## src/rtl/lcd1602_pkg.sv

```systemverilog
// Shared constants for the LCD1602 controller and byte-writer: instruction codes,
// FSM state encodings, buffer geometry and default timing.
package lcd1602_pkg;

  localparam int DEF_PWR_DELAY = 1_000_000;
  localparam int DEF_CLR_WAIT  = 100_000;
  localparam int CNT_W         = 20;

  localparam int BUF_DEPTH = 32;
  localparam int BUF_AW    = 5;
  localparam logic [7:0] SPACE_CHAR = 8'h20;

  localparam logic [7:0] FUNC_SET   = 8'h38;
  localparam logic [7:0] DISP_ON    = 8'h0C;
  localparam logic [7:0] ENTRY_MODE = 8'h06;
  localparam logic [7:0] CLEAR      = 8'h01;
  localparam logic [7:0] LINE1_ADDR = 8'h80;
  localparam logic [7:0] LINE2_ADDR = 8'hC0;

  typedef logic [2:0] lcdState_t;

  localparam lcdState_t PWR_WAIT = 3'd0;
  localparam lcdState_t INIT     = 3'd1;
  localparam lcdState_t CLR_HOLD = 3'd2;
  localparam lcdState_t IDLE     = 3'd3;
  localparam lcdState_t ADDR1    = 3'd4;
  localparam lcdState_t LINE1    = 3'd5;
  localparam lcdState_t ADDR2    = 3'd6;
  localparam lcdState_t LINE2    = 3'd7;

  function automatic logic [7:0] initCmd(input logic [1:0] step);
    logic [7:0] cmd;
    case (step)
      2'd0:    cmd = FUNC_SET;
      2'd1:    cmd = DISP_ON;
      2'd2:    cmd = ENTRY_MODE;
      default: cmd = CLEAR;
    endcase
    return cmd;
  endfunction

endpackage

```

## src/rtl/lcd1602_bufmod.sv

```systemverilog
// 32x8 character buffer: one write port, one combinational read port,
// every cell returns to a space on reset.
module lcd1602_bufmod
  import lcd1602_pkg::*;
(
  input  logic              CLOCK,
  input  logic              RST_n,
  input  logic              wrEn,
  input  logic [BUF_AW-1:0] wrAddr,
  input  logic [7:0]        wrData,
  input  logic [BUF_AW-1:0] rdAddr,
  output logic [7:0]        rdData
);

  logic [BUF_DEPTH-1:0][7:0] cellVal;

  generate
    for (genvar gi = 0; gi < BUF_DEPTH; gi++) begin : gCell
      logic [7:0] cellReg;

      always_ff @(posedge CLOCK or negedge RST_n) begin
        if (!RST_n) begin
          cellReg <= SPACE_CHAR;
        end else if (wrEn && (wrAddr == BUF_AW'(gi))) begin
          cellReg <= wrData;
        end
      end

      assign cellVal[gi] = cellReg;
    end
  endgenerate

  assign rdData = cellVal[rdAddr];

endmodule

```

## src/rtl/lcd1602_ctrlmod.sv

```systemverilog
// LCD1602 sequencer: power-on wait, HD44780 init, then full two-line refreshes
// of the character buffer through the byte-writer whenever the host changes it.
module lcd1602_ctrlmod
  import lcd1602_pkg::*;
#(
  parameter int PWR_DELAY = DEF_PWR_DELAY,
  parameter int CLR_WAIT  = DEF_CLR_WAIT
) (
  input  logic       CLOCK,
  input  logic       RST_n,
  input  logic       iWrEn,
  input  logic [4:0] iWrAddr,
  input  logic [7:0] iWrData,
  output logic       oBusy,
  output logic       oCall,
  output logic       oRS,
  output logic [7:0] oDATA,
  input  logic       iDone
);

  localparam logic [CNT_W-1:0] PWR_LAST = CNT_W'(PWR_DELAY - 1);
  localparam logic [CNT_W-1:0] CLR_LAST = CNT_W'(CLR_WAIT - 1);

  lcdState_t        stateReg, stateNext;
  logic [CNT_W-1:0] cntReg, cntNext;
  logic [1:0]       stepReg, stepNext;
  logic [3:0]       colReg, colNext;
  logic             dirtyReg;
  logic             callReg;
  logic             gapReg;
  logic             rsReg;
  logic [7:0]       dataReg;

  logic             isTxn;
  logic             txnRs;
  logic [7:0]       txnByte;
  logic             txnDone;
  logic [4:0]       rdAddr;
  logic [7:0]       rdData;

  lcd1602_bufmod uBuf (
    .CLOCK  (CLOCK),
    .RST_n  (RST_n),
    .wrEn   (iWrEn),
    .wrAddr (iWrAddr),
    .wrData (iWrData),
    .rdAddr (rdAddr),
    .rdData (rdData)
  );

  assign rdAddr  = {stateReg == LINE2, colReg};
  assign txnDone = callReg && iDone;

  // What the current state wants to send; only sampled on the cycle oCall rises.
  always_comb begin
    isTxn   = 1'b0;
    txnRs   = 1'b0;
    txnByte = 8'h00;
    case (stateReg)
      INIT: begin
        isTxn   = 1'b1;
        txnByte = initCmd(stepReg);
      end
      ADDR1: begin
        isTxn   = 1'b1;
        txnByte = LINE1_ADDR;
      end
      ADDR2: begin
        isTxn   = 1'b1;
        txnByte = LINE2_ADDR;
      end
      LINE1, LINE2: begin
        isTxn   = 1'b1;
        txnRs   = 1'b1;
        txnByte = rdData;
      end
      default: ;
    endcase
  end

  always_comb begin
    stateNext = stateReg;
    cntNext   = cntReg;
    stepNext  = stepReg;
    colNext   = colReg;
    case (stateReg)
      PWR_WAIT: begin
        if (cntReg == PWR_LAST) begin
          stateNext = INIT;
          cntNext   = '0;
        end else begin
          cntNext = cntReg + 1'b1;
        end
      end
      INIT: begin
        if (txnDone) begin
          stepNext = stepReg + 2'd1;
          if (stepReg == 2'd3) stateNext = CLR_HOLD;
        end
      end
      CLR_HOLD: begin
        if (cntReg == CLR_LAST) begin
          stateNext = IDLE;
          cntNext   = '0;
        end else begin
          cntNext = cntReg + 1'b1;
        end
      end
      IDLE: begin
        if (dirtyReg) stateNext = ADDR1;
      end
      ADDR1: begin
        if (txnDone) begin
          stateNext = LINE1;
          colNext   = 4'd0;
        end
      end
      LINE1: begin
        if (txnDone) begin
          colNext = colReg + 4'd1;
          if (colReg == 4'hF) stateNext = ADDR2;
        end
      end
      ADDR2: begin
        if (txnDone) stateNext = LINE2;
      end
      LINE2: begin
        if (txnDone) begin
          colNext = colReg + 4'd1;
          if (colReg == 4'hF) stateNext = IDLE;
        end
      end
      default: begin
        stateNext = PWR_WAIT;
        cntNext   = '0;
      end
    endcase
  end

  always_ff @(posedge CLOCK or negedge RST_n) begin
    if (!RST_n) begin
      stateReg <= PWR_WAIT;
      cntReg   <= '0;
      stepReg  <= 2'd0;
      colReg   <= 4'd0;
    end else begin
      stateReg <= stateNext;
      cntReg   <= cntNext;
      stepReg  <= stepNext;
      colReg   <= colNext;
    end
  end

  // A host write beats the IDLE clear, so a change mid-refresh always earns another pass.
  always_ff @(posedge CLOCK or negedge RST_n) begin
    if (!RST_n) begin
      dirtyReg <= 1'b1;
    end else if (iWrEn) begin
      dirtyReg <= 1'b1;
    end else if (stateReg == IDLE) begin
      dirtyReg <= 1'b0;
    end
  end

  // Request handshake: drop after iDone, then one forced idle cycle before the next rise.
  always_ff @(posedge CLOCK or negedge RST_n) begin
    if (!RST_n) begin
      callReg <= 1'b0;
      gapReg  <= 1'b0;
      rsReg   <= 1'b0;
      dataReg <= 8'h00;
    end else if (txnDone) begin
      callReg <= 1'b0;
      gapReg  <= 1'b1;
    end else if (gapReg) begin
      gapReg <= 1'b0;
    end else if (isTxn && !callReg) begin
      callReg <= 1'b1;
      rsReg   <= txnRs;
      dataReg <= txnByte;
    end
  end

  assign oBusy = (stateReg != IDLE);
  assign oCall = callReg;
  assign oRS   = rsReg;
  assign oDATA = dataReg;

endmodule
```

## config.mk

```make
export PLATFORM = sky130hd
export DESIGN_NAME = lcd1602_ctrlmod
export DESIGN_NICKNAME = d
export VERILOG_FILES = /design/src/rtl/lcd1602_pkg.sv /design/src/rtl/lcd1602_bufmod.sv /design/src/rtl/lcd1602_ctrlmod.sv
export SDC_FILE = /design/constraint.sdc
export NUM_CORES = 1
export LEC_CHECK = 0
export ABC_AREA = 1
export BUFFER_PORTS_ARGS = -buffer_cell sky130_fd_sc_hd__buf_2
export CAP_MARGIN = 10
export CORE_MARGIN = 8
export CORE_UTILIZATION = 57
export DETAILED_ROUTE_END_ITERATION = 8
export GPL_TIMING_DRIVEN = 1
export PLACE_DENSITY = 0.75
export REMOVE_ABC_BUFFERS = 1
export SYNTH_ARGS = -nofsm -noshare
export SYNTH_HDL_FRONTEND = slang
export SYNTH_SLANG_ARGS = --single-unit
```

## constraint.sdc

```tcl
create_clock -name CLOCK -period 1.45 [get_ports CLOCK]
set_input_delay 0.145 -clock CLOCK [delete_from_list [all_inputs] [get_ports CLOCK]]
set_output_delay 0.145 -clock CLOCK [all_outputs]
set_load 0.01 [all_outputs]
```

==> run_results.csv, run 1 <==
group,metric,value,unit
timing,setup_viol,34,
status,violations,"negative setup slack",
timing,relSlewSlack,70.8,%
hold_path,min_path_type,"input pin to register",
floorplanning,start_util,58.3,%
global_routing,grt_pass1_vias,12617,
clock_network,clkTransAtPathRegs,60,ps
layout,multi_input_area,6270,um2
setup_path,crit_chain,"buf_12 -> buf_4 -> nor2_2 -> nor2_1 -> o21ai_0 -> nand3_1 -> nand3_2 -> nand2_1 -> nand2_1 -> nand3_1 -> nand2_1 -> inv_1",
synthesis,ys_types,36,
global_routing,grt_max_degree,62,
layout,nNetsFinal,1935,
pwr,p_per_area,1230,nW/um2
synthesis,synth_top_family_by_area,"simple AND/OR/NAND/NOR gates",
pwr,finalPower,21600,uW
route,detail_route.iter0.violations,1561,
setup_path,reg2reg_to,"oDATA[1]$_DFFE_PN0P_",
floorplanning,io_pins,28,
pwr,p_leak,0.00828,uW
pwr,clkPwrFrac,39.8,%
layout,area_growth,23.5,%
synthesis,synth_edf_count,0,
clock_network,cts_sinks,297,
route,dr.pass1.iters,6,
timing,timing_hold_violations_final,0,
route,totalWireLength,43900,um
setup_path,required,1840,ps
job,drv_cap,0,
synthesis,synthCells,1793,
pwr,internal_power,15900,uW
setup_path,critPathKind,"register to register",
timing,rsz0062_at_grt,"yes",
timing,fin_crit_sh,129,%
setup_path,rrSetupSlack,-420,ps
layout,drive_above_1_share,21.2,%
setup_path,timing.rr.start,"colReg[0]$_DFFE_PN0P_",
setup_path,cp_max_fo,12,
route,detail-route-antenna-nets,0,
synthesis,avgSynthCellArea,7.93,um2
setup_path,slowest_stage,"dfrtp_4",
route,drc,0,
layout,final_cells,2261,
timing,fin_crit,1870,ps
pwr,p_sw,5710,uW
layout,fillCellCount,1784,
pwr,seqPwrFrac,48.9,%
setup_path,cp-start-kind,"register",
floorplanning,die_w,174,um
synthesis,yosysWarnings,0,
route,vias,13333,
synthesis,synthAdderAreaFrac,0.616,%
status,status,"finished with violations",
global_routing,grt_pass1_wl,67700,um
timing,maxSlewViolCount,0,
clock_network,cts_made_buffers,34,
floorplanning,die_h,174,um
timing,skew,17.7,ps
global_routing,gr-total-overflow,0,
synthesis,yosysSeqAreaShare,52.6,%
place,port_buffers,27,
floorplanning,core-area,24400,um2
clock_network,cts_htree_levels,2,
route,viasPerCell,5.90,
setup_path,ff2ff_path_depth,12,
pwr,ir_worst_vdd,0.00102,V
pwr,combPwrFrac,11.3,%
synthesis,netlist_area,14200,um2
timing,max_freq,0.536,GHz
setup_path,crit_start,"colReg[0]$_DFFE_PN0P_",
clock_network,cts_tree,"done",
global_routing,grt_use_total,27.5,%
setup_path,critPathMostFrequentCell,"nand2_1",
timing,worst_slew_pin_slew,439,ps
timing,layout_setup_ws,-415,ps
hold_path,min_path_cells,4,
layout,area.sequential,7480,um2
synthesis,synth_compound_area_share,13.3,%
setup_path,crit_path_max_incr_delay,540,ps
hold_path,hold_start,"iWrData[1]",
global_routing,antenna_found_initial,2,
synthesis,synthXorXnorAreaFrac,0.678,%
place,dpl.cell_count,2165,
pwr,switching_share,26.5,%
setup_path,crit_arrival,2260,ps
clock_network,cts-root-buf,"clkbuf_16",
floorplanning,rows,57,
hold_path,whs_endpoint,"uBuf.gCell[18].cellReg[1]$_DFFE_PN0P_",
floorplanning,dieArea,30200,um2
synthesis,async_reset_ff_share,100,%
clock_network,clockBufferDepth,3,
synthesis,synth_seq_cells,297,
setup_path,cp-end-kind,"register",
synthesis,synthMuxAreaShare,0.0792,%
clock_network,clk_latency,520,ps
place,dpl.hpwl,26500,um
synthesis,synth_simple_gate_area_share,26.3,%
synthesis,synth_top_flop_cell,"dfrtp_1",
route,wire_per_inst,19.4,um
place,gp_congestion,0.961,
==> kinds of logic (layout without fill, tap and decap cells) <==
family / count (synthesis) / in the layout
xor+xnor: 11 / 11
fa+ha+maj: 7 / 7
buf+inv: 206 / 348
simple gates: 909 / 910
flops: 297 / 297
mux: 1 / 1
compound gates: 362 / 362
other cells: 0 / 1
==> metrics by stage <==
step,utilization [%],setup slack (ps),hold slack [ps],TNS [ps],instance area [um2]
after detailed placement,63.7,-395,63.2,-7380,15500
after global placement,63.7,-369,66.5,-5770,15500
after floorplan,-,-3380,-151,-42770,13600
after global routing,71.9,-483,155,-10670,17500
after CTS,70.0,-324,131,-5220,17100
final,71.9,-415,132,-8490,17500
==> power groups by stage <==
stage                     clock, uW  combinational (uW)  sequential, uW
after global placement            0                2230           10600
after global routing           8970                2850           10700
final                          8580                2450           10600
after CTS                      8610                2400           10500
after detailed placement          0                2350           10600
after floorplan                   0                1610           10400
==> Yosys cell counts (2+ instances only) <==
library cell / number / share of area (%)
nor2_1: 175 / 4.6
inv_1: 82 / 2.2
nor2_2: 4 / 0.18
or2_1: 2 / 0.088
dfstp_2: 33 / 6.1
dfrtp_1: 264 / 46
nand2_1: 541 / 14
ha_1: 7 / 0.62
buf_6: 11 / 0.87
or2_2: 6 / 0.26
nand4_1: 10 / 0.44
clkbuf_1: 62 / 1.6
buf_1: 6 / 0.16
inv_4: 2 / 0.088
o21ai_1: 6 / 0.21
inv_2: 7 / 0.18
buf_4: 4 / 0.21
a21oi_1: 12 / 0.42
o21ai_0: 319 / 11
nand2_2: 6 / 0.26
nor3_1: 8 / 0.28
buf_2: 32 / 1.1
nand3_1: 150 / 5.3
o211ai_1: 21 / 1.1
nor2_4: 2 / 0.16
xor2_1: 11 / 0.68
==> timing repair <==
item	CTS	global route
setup endpoints to repair	33	110
endpoints found under the hold margin	272	0
gates cloned	5	1
hold buffers	3	0
resized for setup	56	110
pin swaps	20	43
buffers inserted	7	22
==> state kept, by name, summed over array words and instances, names as in the netlist <==
register,cells
stepReg,2
uBuf.gCell.cellReg,256
stateReg,3
dirtyReg,1
oCall,1
oDATA,8
oRS,1
cntReg,20
colReg,4
gapReg,1
==> how the worst max path moves through the flow <==
stage / end / depth (start not counted)
detailed placement: oDATA[2]$_DFFE_PN0P_ / 12
CTS: oDATA[4]$_DFFE_PN0P_ / 12
finish: oDATA[1]$_DFFE_PN0P_ / 12
global route: oDATA[3]$_DFFE_PN0P_ / 13
global placement: oDATA[2]$_DFFE_PN0P_ / 12
floorplan: oDATA[6]$_DFFE_PN0P_ / 9
==> routing by layer <==
layer,vias up,global-route usage (%),part of all wire [%]
li1,6048,-,-
met1,6423,36.3,40
met2,694,43.7,47
met3,166,5.74,8.6
met4,2,11.5,4.0
met5,-,0,0.030
==> final cells by class <==
class | instances | area share, %
diodes | 1 | 0.0143
clock inverters | 11 | 0.635
flip-flops and latches | 297 | 42.6
clock buffers | 50 | 5.71
multi-input cells | 1291 | 35.8
well taps | 324 | 2.31
repair buffers | 196 | 10.9
inverters | 91 | 2.06
==> layout by cell type, fill, tap and decap left out, types with 3 or more instances in the layout <==
| master | n |
|---|---|
| inv_1 | 77 |
| ha_1 | 5 |
| nand3_4 | 5 |
| clkbuf_8 | 7 |
| inv_4 | 6 |
| nand3_1 | 118 |
| clkbuf_1 | 8 |
| nor3_1 | 6 |
| nor2_4 | 10 |
| dfrtp_1 | 260 |
| o21ai_0 | 296 |
| a21oi_1 | 10 |
| buf_4 | 120 |
| dfstp_2 | 33 |
| nand3_2 | 30 |
| nor2_2 | 15 |
| xor2_1 | 10 |
| o21ai_2 | 5 |
| or2_2 | 6 |
| nand2_1 | 516 |
| buf_12 | 27 |
| nand2_4 | 7 |
| o21ai_1 | 25 |
| clkinv_2 | 7 |
| o211ai_1 | 21 |
| buf_6 | 15 |
| inv_2 | 7 |
| buf_2 | 25 |
| dlygate4sd3_1 | 3 |
| dfrtp_2 | 3 |
| nand4_1 | 10 |
| nor2_1 | 156 |
| clkbuf_16 | 36 |
| nand2_2 | 24 |
==> worst max-delay path, delay by kind of cell, from the launching register on <==
kind	cells	cell delay [ps]
AND/OR/NAND/NOR	8	720
AO/OA/AOI/OAI	1	80
flip-flops	1	540
buffers and inverters	3	400
Power figures use the tool's default switching activity.
==> run 2: changes to the inputs <==
--- a/config.mk
+++ b/config.mk
@@ -12,7 +12,7 @@
 export CORE_UTILIZATION = 57
 export DETAILED_ROUTE_END_ITERATION = 8
 export GPL_TIMING_DRIVEN = 1
-export PLACE_DENSITY = 0.75
+export PLACE_DENSITY = 0.77
 export REMOVE_ABC_BUFFERS = 1
 export SYNTH_ARGS = -nofsm -noshare
 export SYNTH_HDL_FRONTEND = slang
==> constraint.sdc (replaced) <==
create_clock -name CLOCK -period 1.5 [get_ports CLOCK]
set_input_delay 0.15 -clock CLOCK [delete_from_list [all_inputs] [get_ports CLOCK]]
set_output_delay 0.15 -clock CLOCK [all_outputs]
set_load 0.01 [all_outputs]
==> run_results.csv, run 2 (synthesized netlist as in run 1, its figures left out) <==
group,metric,value,unit
status,status,"finished with violations",
status,violations,"negative setup slack",
layout,area.sequential,7480,um2
timing,max_freq,0.533,GHz
layout,post-route-util,72.7,%
layout,nNetsFinal,1936,
setup_path,required,1900,ps
route,dr.pass1.iters,7,
setup_path,cp-end-kind,"register",
route,detail_route.iter0.violations,2112,
clock_network,clockBufferDepth,3,
clock_network,clk_latency,520,ps
timing,relSlewSlack,62.9,%
setup_path,ff2ff_path_depth,13,
place,gp_congestion,0.931,
timing,maxSlewViolCount,0,
timing,timing_hold_violations_final,0,
layout,largest_reg_flops,256,
floorplanning,rows,57,
clock_network,cts-root-buf,"clkbuf_16",
global_routing,grt_pass1_wl,68800,um
route,detail-route-antenna-nets,0,
floorplanning,die_w,174,um
global_routing,grt_max_degree,71,
place,place_ws,-294,ps
timing,worst_slew_pin_slew,555,ps
global_routing,antenna_found_initial,0,
global_routing,grt_use_total,27.9,%
job,drv_cap,0,
route,vias,13586,
setup_path,critPathKind,"register to register",
clock_network,cts_tree,"done",
layout,most-common-layout-cells,"519 x nand2_1, 300 x o21ai_0, 261 x dfrtp_1",
setup_path,cp-start-kind,"register",
floorplanning,io_pins,28,
pwr,p_per_area,1190,nW/um2
route,totalWireLength,45400,um
floorplanning,start_util,58.3,%
timing,fin_crit_sh,125,%
hold_path,min_path_type,"input pin to async pin",
layout,diodes,0,
pwr,p_leak,0.00835,uW
floorplanning,core-area,24400,um2
timing,worst_hold_slack,106,ps
timing,fin_crit,1870,ps
timing,rsz0062_at_grt,"yes",
clock_network,cts_sinks,297,
pwr,ir_worst_vdd,0.000980,V
setup_path,cp_max_fo,8,
route,viasPerCell,6.01,
global_routing,gr-total-overflow,0,
timing,layout_setup_ws,-375,ps
clock_network,cts_htree_levels,2,
layout,fillCellCount,1709,
layout,largest_register,"uBuf.gCell.cellReg",
route,wire_per_inst,20.1,um
layout,drive_above_1_share,21.4,%
layout,final_common_cell,"nand2_1",
floorplanning,die_h,174,um
clock_network,cts_made_buffers,34,
global_routing,grt_pass1_vias,13002,
setup_path,crit_arrival,2280,ps
layout,area_growth,24.7,%
floorplanning,dieArea,30200,um2
place,port_buffers,27,
route,drc,0,
clock_network,clkTransAtPathRegs,70,ps
timing,skew,20.7,ps
place,dpl.hpwl,25400,um
timing,setup_viol,34,
layout,multi_input_area,6350,um2
run 2: metal layers:
layer,share of wire (%),GRT usage [%]
met3,10,5.37
met4,4.8,11.3
met2,46,44.5
met5,0,0
met1,39,37.1
run 2: power breakdown:
group          internal (uW)  total, uW  switching, uW
registers               9410      10200            787
clock network           5270       8610           3340
logic                    924       2360           1430
run 2: final timing paths:
| path | startpoint | end | slack [ps] |
|---|---|---|---|
| max | colReg[0]$_DFFE_PN0P_ | oDATA[1]$_DFFE_PN0P_ | -370 |
| min | RST_n | colReg[1]$_DFFE_PN0P_ | 110 |
| max reg2reg | colReg[0]$_DFFE_PN0P_ | oDATA[1]$_DFFE_PN0P_ | -370 |
| min reg2reg | uBuf.gCell[17].cellReg[4]$_DFFE_PN0P_ | uBuf.gCell[17].cellReg[4]$_DFFE_PN0P_ | 480 |
| max in group asynchronous | RST_n | uBuf.gCell[15].cellReg[5]$_DFFE_PN1P_ | 680 |
| min in group CLOCK | iWrData[3] | uBuf.gCell[17].cellReg[3]$_DFFE_PN0P_ | 200 |
run 2: final cells by class:
type | instances | share of cell area (%)
Clock buffer | 52 | 5.82
Clock inverter | 10 | 0.720
Inverter | 91 | 2.05
Multi-Input combinational cell | 1291 | 35.8
Sequential cell | 297 | 42.2
Tap cell | 324 | 2.29
Timing Repair Buffer | 197 | 11.1
run 2: timing repair:
action | 4_1_cts | 5_1_grt
pin swaps | 36 | 54
endpoints found under the hold margin | 266 | 0
buffers inserted | 13 | 21
endpoints found under the setup margin | 32 | 36
hold buffers | 3 | 0
cloned | 6 | 5
gates resized for setup | 100 | 100
run 2: worst max-delay path, stage by stage, from the launching register on:
cell,delay (ps)
dfrtp_4,520
buf_12,160
buf_8,130
buf_16,140
nor2_2,90
nor2_1,50
nand2_1,90
o211ai_1,100
nand3_1,170
nand2_1,80
nand2_1,70
nand3_1,60
nand2_1,60
inv_1,30
run 2: metrics by stage:
stage	TNS, ps	area (um2)	instances	total power [uW]
after floorplan	-41340	13600	1678	11600
after global placement	-3590	15300	2154	12300
after detailed placement	-4720	15300	2154	12500
after CTS	-3960	17200	2238	21000
after global routing	-8520	17700	2262	22000
final	-6450	17700	2262	21200
==> run 3: changes to the inputs <==
--- a/config.mk
+++ b/config.mk
@@ -13,6 +13,7 @@
 export DETAILED_ROUTE_END_ITERATION = 8
 export GPL_TIMING_DRIVEN = 1
 export PLACE_DENSITY = 0.77
+export RECOVER_POWER = 50
 export REMOVE_ABC_BUFFERS = 1
 export SYNTH_ARGS = -nofsm -noshare
 export SYNTH_HDL_FRONTEND = slang
==> run_results.csv, run 3 (synthesized netlist as in run 1, its figures left out) <==
group,metric,value,unit
status,status,"finished with violations",
status,violations,"negative setup slack",
place,port_buffers,27,
layout,area_growth,24.0,%
clock_network,cts_tree,"done",
global_routing,grt_pass1_wl,68800,um
global_routing,grt_pass1_vias,13002,
timing,setup_tns,-7250,ps
layout,nNetsFinal,1936,
hold_path,hold_start,"iWrData[3]",
global_routing,gr-total-overflow,0,
floorplanning,dieArea,30200,um2
layout,largest_reg_flops,256,
route,vias,13628,
layout,fillCellCount,1738,
clock_network,cts-root-buf,"clkbuf_16",
route,dr.pass1.iters,7,
timing,layout_setup_ws,-376,ps
setup_path,reg2reg_to,"oDATA[1]$_DFFE_PN0P_",
clock_network,clk_latency,520,ps
place,gp_congestion,0.931,
clock_network,cts_htree_levels,2,
timing,relSlewSlack,40.8,%
timing,fin_crit,1880,ps
setup_path,cp-end-kind,"register",
timing,fin_crit_sh,125,%
route,totalWireLength,45300,um
route,viasPerCell,6.02,
layout,largest_register,"uBuf.gCell.cellReg",
job,drv_cap,0,
setup_path,ff2ff_path_depth,13,
setup_path,cp-start-kind,"register",
layout,final_common_cell,"nand2_1",
hold_path,min_path_type,"input pin to register",
timing,rsz0062_at_grt,"yes",
setup_path,cp_max_fo,8,
clock_network,cts_made_buffers,34,
timing,maxSlewViolCount,0,
timing,max_freq,0.533,GHz
setup_path,crit_arrival,2280,ps
timing,timing_hold_violations_final,0,
setup_path,slowest_stage,"dfrtp_4",
floorplanning,die_w,174,um
floorplanning,die_h,174,um
setup_path,crit_path_max_incr_delay,510,ps
timing,setup_viol,52,
layout,drive_above_1_share,20.7,%
layout,most-common-layout-cells,"519 x nand2_1, 300 x o21ai_0, 261 x dfrtp_1",
setup_path,rrSetupSlack,-380,ps
floorplanning,core-area,24400,um2
layout,diodes,0,
timing,skew,19.7,ps
pwr,ir_worst_vdd,0.000980,V
floorplanning,start_util,58.3,%
setup_path,crit_start,"colReg[0]$_DFFE_PN0P_",
setup_path,crit_chain,"buf_12 -> buf_8 -> buf_16 -> nor2_2 -> nor2_1 -> nand2_1 -> o211ai_1 -> nand3_1 -> nand2_1 -> nand2_1 -> nand3_1 -> nand2_1 -> inv_1",
place,dpl.hpwl,25400,um
setup_path,critPathCapture,"oDATA[1]$_DFFE_PN0P_",
clock_network,clockBufferDepth,3,
route,drc,0,
global_routing,antenna_found_initial,0,
floorplanning,io_pins,28,
clock_network,clkTransAtPathRegs,70,ps
timing,worst_slew_pin_slew,888,ps
pwr,p_leak,0.00830,uW
pwr,finalPower,21100,uW
timing,worst_hold_slack,207,ps
pwr,p_per_area,1200,nW/um2
setup_path,required,1900,ps
route,detail_route.iter0.violations,2120,
clock_network,cts_sinks,297,
floorplanning,rows,57,
setup_path,critPathMostFrequentCell,"nand2_1",
route,wire_per_inst,20.0,um
setup_path,critPathKind,"register to register",
global_routing,grt_max_degree,71,
route,detail-route-antenna-nets,0,
global_routing,grt_use_total,27.9,%
setup_path,timing.rr.start,"colReg[0]$_DFFE_PN0P_",
==> run 3: timing repair <==
item                                    in CTS  in global routing
pin swaps                                   36                 54
endpoints found under the setup margin      32                 36
gates cloned                                 6                  5
hold buffers                                 3                  0
hold endpoints to repair                   266                  0
setup buffers                               13                 21
resized for setup                          100                100
==> run 3: per-stage QoR <==
stage | util (%) | setup WS [ps] | cells | cell area [um2]
floorplan | - | -3330 | 1678 | 13600
global placement | 62.9 | -269 | 2154 | 15300
detailed placement | 62.9 | -294 | 2154 | 15300
CTS | 70.4 | -283 | 2238 | 17200
global route | 72.3 | -448 | 2262 | 17600
finish | 72.3 | -376 | 2262 | 17600
==> run 3: critical path, delay by kind of cell, from the launching register on <==
family          cells  cell delay (ps)
buf+inv             4              470
simple gates        8              670
compound gates      1              100
flops               1              510
==> run 3: how the worst min path moves through the flow <==
| stage | cells after the start | slack [ps] | endpoint |
|---|---|---|---|
| 2_1_floorplan | 0 | -150 | cntReg[0]$_DFFE_PN0P_ |
| 6_report | 4 | 210 | uBuf.gCell[17].cellReg[3]$_DFFE_PN0P_ |
| 4_1_cts | 2 | 100 | uBuf.gCell[0].cellReg[3]$_DFFE_PN0P_ |
| 3_3_place_gp | 1 | 40 | uBuf.gCell[0].cellReg[3]$_DFFE_PN0P_ |
| 3_5_place_dp | 1 | 40 | uBuf.gCell[2].cellReg[3]$_DFFE_PN0P_ |
| 5_1_grt | 4 | 220 | uBuf.gCell[12].cellReg[3]$_DFFE_PN0P_ |
==> run 3: layout make-up <==
| type | instances | area, um2 | area share, % |
|---|---|---|---|
| clock buffer | 52 | 1030 | 5.86 |
| clock inverter | 10 | 128 | 0.724 |
| inverter | 91 | 364 | 2.07 |
| multi-input combinational | 1291 | 6350 | 36.0 |
| sequential | 297 | 7480 | 42.4 |
| tap | 324 | 405 | 2.30 |
| timing repair buffer | 197 | 1860 | 10.6 |
==> run 3: where the power goes <==
group / internal, uW / switching [uW] / total (uW)
Combinational: 900 / 1420 / 2320
Sequential: 9410 / 785 / 10200
Clock: 5270 / 3340 / 8610
==> run 3: metal layers <==
layer / wire, um / global-route usage [%] / vias up / share of wire [%]
li1: - / - / 6071 / -
met1: 17700 / 37.1 / 6477 / 39
met2: 20800 / 44.5 / 872 / 46
met3: 4540 / 5.37 / 208 / 10
met4: 2180 / 11.3 / 0 / 4.8
met5: 0 / 0 / - / 0
